## src/rtl/pipe_pkg.sv

```systemverilog
// rtl/pipe_pkg.sv - shared types and constants for the pipeline controller
package pipe_pkg;

    typedef enum logic {
        RUN = 1'b0,
        EXC = 1'b1
    } exc_state_e;

    typedef logic [1:0] tval_t;

    localparam int MULT_CYC_DEF = 5;
    localparam int DIV_CYC_DEF  = 10;

    // True when a D-stage read of addr must wait for a producer that is not ready in time
    function automatic logic raw_hit(
        input logic [4:0] addr,
        input logic [4:0] dst,
        input tval_t      tnew,
        input tval_t      tuse
    );
        return (addr == dst) && (tnew > tuse);
    endfunction

endpackage

```

## src/rtl/md_sequencer.sv

```systemverilog
// rtl/md_sequencer.sv - multiply/divide busy counter and its D-stage stall
module md_sequencer
    import pipe_pkg::*;
#(
    parameter int MULT_CYC = MULT_CYC_DEF,
    parameter int DIV_CYC  = DIV_CYC_DEF
) (
    input  logic Clk,
    input  logic Reset,
    input  logic MdStartE,
    input  logic MdDivE,
    input  logic ExcReqM,
    input  logic MdUseD,
    output logic MdBusy,
    output logic StallMd
);

    logic [3:0] mdcnt;

    // Load on a fresh start that is not killed by an exception; otherwise count down.
    // A running operation is committed and keeps counting regardless of exceptions.
    always_ff @(posedge Clk or negedge Reset) begin
        if (!Reset) begin
            mdcnt <= 4'd0;
        end else if (MdStartE && (mdcnt == 4'd0) && !ExcReqM) begin
            mdcnt <= MdDivE ? 4'(DIV_CYC) : 4'(MULT_CYC);
        end else if (mdcnt != 4'd0) begin
            mdcnt <= mdcnt - 4'd1;
        end
    end

    assign MdBusy  = (mdcnt != 4'd0);
    assign StallMd = MdUseD && (MdBusy || MdStartE);

endmodule

```

## src/rtl/hazard_ctrl.sv

```systemverilog
// rtl/hazard_ctrl.sv - stall/flush control for the five-stage pipeline
module hazard_ctrl
    import pipe_pkg::*;
#(
    parameter int MULT_CYC = MULT_CYC_DEF,
    parameter int DIV_CYC  = DIV_CYC_DEF,
    parameter int CNT_W    = 32
) (
    input  logic             Clk,
    input  logic             Reset,
    input  logic [4:0]       A1D,
    input  logic [4:0]       A2D,
    input  logic [1:0]       TuseRsD,
    input  logic [1:0]       TuseRtD,
    input  logic             UseRsD,
    input  logic             UseRtD,
    input  logic [4:0]       A3E,
    input  logic [1:0]       TnewE,
    input  logic [4:0]       A3M,
    input  logic [1:0]       TnewM,
    input  logic             MdUseD,
    input  logic             MdStartE,
    input  logic             MdDivE,
    input  logic             ExcReqM,
    output logic             StallF,
    output logic             StallD,
    output logic             DRegFlush,
    output logic             ERegFlush,
    output logic             MRegFlush,
    output logic             WRegFlush,
    output logic             MdBusy,
    output logic [CNT_W-1:0] StallCnt
);

    exc_state_e state;
    logic       stall_rs;
    logic       stall_rt;
    logic       stall_md;
    logic       stall;
    logic       exc_take;

    md_sequencer #(
        .MULT_CYC (MULT_CYC),
        .DIV_CYC  (DIV_CYC)
    ) u_md_sequencer (
        .Clk      (Clk),
        .Reset    (Reset),
        .MdStartE (MdStartE),
        .MdDivE   (MdDivE),
        .ExcReqM  (ExcReqM),
        .MdUseD   (MdUseD),
        .MdBusy   (MdBusy),
        .StallMd  (stall_md)
    );

    assign stall_rs = UseRsD && (A1D != 5'd0) &&
                      (raw_hit(A1D, A3E, TnewE, TuseRsD) || raw_hit(A1D, A3M, TnewM, TuseRsD));
    assign stall_rt = UseRtD && (A2D != 5'd0) &&
                      (raw_hit(A2D, A3E, TnewE, TuseRtD) || raw_hit(A2D, A3M, TnewM, TuseRtD));
    assign stall    = stall_rs || stall_rt || stall_md;

    // A request seen while already in EXC belongs to the flushed stream and is dropped
    assign exc_take = ExcReqM && (state == RUN);

    // Exception flush machine: one RUN->EXC hop per taken exception, always returns next cycle
    always_ff @(posedge Clk or negedge Reset) begin
        if (!Reset) begin
            state <= RUN;
        end else begin
            case (state)
                RUN:     state <= ExcReqM ? EXC : RUN;
                EXC:     state <= RUN;
                default: state <= RUN;
            endcase
        end
    end

    // Flush beats stall; in EXC only the D/E bubble is kept because D's scoreboard view is stale
    always_comb begin
        StallF    = 1'b0;
        StallD    = 1'b0;
        DRegFlush = 1'b0;
        ERegFlush = 1'b0;
        MRegFlush = 1'b0;
        if (exc_take) begin
            DRegFlush = 1'b1;
            ERegFlush = 1'b1;
            MRegFlush = 1'b1;
        end else if (state == EXC) begin
            ERegFlush = 1'b1;
        end else begin
            StallF    = stall;
            StallD    = stall;
            ERegFlush = stall;
        end
    end

    // M commits its exception state, so the M/W register is never cleared here
    assign WRegFlush = 1'b0;

    // Saturating count of cycles with the PC held
    always_ff @(posedge Clk or negedge Reset) begin
        if (!Reset) begin
            StallCnt <= '0;
        end else if (StallF && (StallCnt != {CNT_W{1'b1}})) begin
            StallCnt <= StallCnt + 1'b1;
        end
    end

endmodule

```

## config.mk

```make
export PLATFORM = sky130hd
export DESIGN_NAME = hazard_ctrl
export DESIGN_NICKNAME = d
export VERILOG_FILES = /design/src/rtl/pipe_pkg.sv /design/src/rtl/md_sequencer.sv /design/src/rtl/hazard_ctrl.sv
export SDC_FILE = /design/constraint.sdc
export NUM_CORES = 1
export LEC_CHECK = 0
export ABC_AREA = 1
export BUFFER_PORTS_ARGS = -buffer_cell sky130_fd_sc_hd__buf_2
export CAP_MARGIN = 20
export CORE_MARGIN = 2
export CORE_UTILIZATION = 35
export DETAILED_ROUTE_END_ITERATION = 10
export SYNTH_ARGS = -nofsm -noshare
export SYNTH_HDL_FRONTEND = slang
export SYNTH_HIERARCHICAL = 1
export SYNTH_SLANG_ARGS = --single-unit
```

## constraint.sdc

```tcl
create_clock -name Clk -period 2.67 [get_ports Clk]
set_input_delay 0.534 -clock Clk [delete_from_list [all_inputs] [get_ports Clk]]
set_output_delay 0.534 -clock Clk [all_outputs]
set_load 0.1 [all_outputs]
```

==> metrics.txt <==
status complete, no violations; worst vdd ir 0.385 mV; antenna viol nets, final 0; CTS tree yes; Final Cycle Share ~90%; Slew Viols, Final 0; crit end category output pin; sequential fraction of the synthesis area 28.2%; hold_buf cts 0; Max Cap Violations 0; post-synth net total 570; Layout area overhead 18.8%; CTS buffer count 5; Core ar. 0.00915 mm2; share of layout cells above drive strength 1 about a fifth; Final Critical Period 2.47 ns; hpwl dp between 6000 and 7000 um; ant diodes 0; number of buffers added on ports 73; worst slew pin tran approximately 0.85 ns; Die X roughly 100 um; clock transition at the registers of the reported paths 0.07 ns; H-tree depth 2; Syn. warnings 6; Top FF cell, synth dfrtp_1; clock skew between 0.004 and 0.005 ns; # DRC 0; worst min-delay path class in2async; CP Max Fanout 6; initial antenna violation count 0; Synth area leader dfrtp_1; worst setup path class reg2out; FF-to-FF path depth 10; CTS Buffer Depth 2; Die Area 0.0102 mm2; Pleak between 2 and 2.5 nW; Root Driver clkbuf_8; Yosys top cell area share around 28%; clk_lat worst skew about 0.29 ns; Mapped Area around 0.0033 mm2; total chip power about 0.0019 W; Area contributors post-synth dfrtp_1 (28%), nand2_1 (21%), inv_1 (10%); clock sinks 37; starting density of the core a little over a third; FFs w/ async S/R, synth 100%; PD cells ~480 mW/mm2; Util after Layout a little over two fifths; register bit total from synthesis 37; reg-to-reg slack, setup roughly 0.7 ns; routed wire length around 8500 um; RSZ-0062 raised after global routing false; # IOs 75; filler cell count 957; fmax 405 MHz; DR pass1 iterations 4; largest net degree at the start of global routing 55; worst setup path endpoint StallF; postcts setup bufs 0; most frequent cells in the layout nand2_1 (180), inv_1 (85), buf_2 (70); cell count after synthesis ~520; Final setup viols 0; wire length of the first global-routing pass approximately 15000 um; Worst R2R End StallCnt[29]; Yosys cell types 34; vias in the first global route ~3.3k; DRT iter0 DRCs ~130; RR Startpoint StallCnt[0]; nets around 640; CP required 2.14 ns; grt ovf 0; Routed wire per std cell between 10 and 15 um; Slew headroom between 40% and 50%; GRT Overall Usage ~18%; Worst Setup SP u_md_sequencer/mdcnt[0]; commonest non-fill, non-tap cell in the layout nand2_1; Avg Cell Area, Syn ~6.3 um2; Vias/cell approximately 4.8; EDFF count, synth 0; Startpoint Class flip-flop; Final Hold Viols 0; Core Rows 35; GP Congestion between 0.9 and 1; Vias about 3.4k; CP arrival about 1.9 ns; chip height ~100 um
-- logic make-up (layout without fill, tap and decap cells) --
| logic type | Yosys count | count (layout) | synth area share [%] |
|---|---|---|---|
| AO/OA/AOI/OAI | 11 | 11 | 1.91 |
| XOR/XNOR | 10 | 10 | 2.67 |
| other | 1 | 1 | 0.114 |
| AND/OR/NAND/NOR | 348 | 348 | 49.7 |
| buffers and inverters | 105 | 174 | 13.2 |
| flip-flops | 37 | 37 | 28.2 |
| adder cells (fa/ha/maj) | 11 | 11 | 4.20 |
-- registers in the layout, indices dropped and copies added (netlist names) --
name and flops:
StallCnt 32, u_md_sequencer/mdcnt 4, state 1
-- layer usage --
layer	track usage (%)	share of wire, %
met5	0	0
met4	2.95	0.91
met3	4.09	5.1
met2	30.6	47
met1	23.7	47
-- how the worst min path moves through the flow --
stage,startpoint,to,slack [ns],cells after the start
global placement,state,state,0.49,1
CTS,Reset,StallCnt[22],0.38,1
floorplan,Reset,StallCnt[0],0.24,0
detailed placement,state,state,0.49,1
finish,Reset,StallCnt[18],0.35,1
global route,Reset,StallCnt[22],0.41,1
-- Yosys cell counts, types with 2 or more instances --
cell type	number
nor2_4	2
nor3_1	3
a21oi_1	3
nand2_4	2
buf_2	7
o21ai_0	4
dfrtp_1	37
nor2_1	48
nor2_2	12
xnor2_1	5
xor2_1	5
inv_1	87
buf_4	3
buf_6	2
nand3_2	8
ha_1	11
buf_1	3
nand3b_1	5
nand2_1	183
nand4_1	42
nand3_1	38
-- layout make-up --
cell class | instances | area (um2) | area share [%]
timing repair buffer | 78 | 448 | 11.5
tap | 111 | 139 | 3.56
clock buffer | 7 | 86.3 | 2.22
multi-input combinational | 381 | 1960 | 50.2
inverter | 89 | 340 | 8.73
sequential | 37 | 926 | 23.8
-- metrics by stage --
stage / setup TNS (ns) / instances / setup slack [ns] / area (um2) / hold WS [ns]
6_report: 0 / 703 / 0.202 / 3900 / 0.346
2_1_floorplan: -0.224 / 523 / -0.224 / 3330 / 0.238
4_1_cts: 0 / 703 / 0.0938 / 3890 / 0.381
5_1_grt: 0 / 703 / 0.0554 / 3900 / 0.412
3_3_place_gp: 0 / 696 / 0.250 / 3810 / 0.491
3_5_place_dp: 0 / 696 / 0.228 / 3810 / 0.495
-- where the power goes --
part	total (W)	leakage (nW)	internal [W]	switching [W]
Combinational	0.000782	1.52	0.000214	0.000568
Clock	0.000411	0.0443	0.000205	0.000206
Sequential	0.000685	0.502	0.000620	0.0000650
Total	0.00188	2.07	0.00104	0.000839
-- repair_timing --
item	4_1_cts	5_1_grt
gates resized for setup	0	2
hold endpoints to repair	0	0
setup endpoints to repair	0	2
-- worst max-delay path, stage by stage, from the launching register on --
cell and delay (ns):
dfrtp_1 0.39, inv_2 0.10, ha_2 0.23, nand2_8 0.07, o21ai_0 0.18, inv_1 0.06
inv_1 0.11, nand3_4 0.09, nand2_2 0.08, clkinvlp_4 0.13, buf_12 0.19
Power figures use the tool's default switching activity.
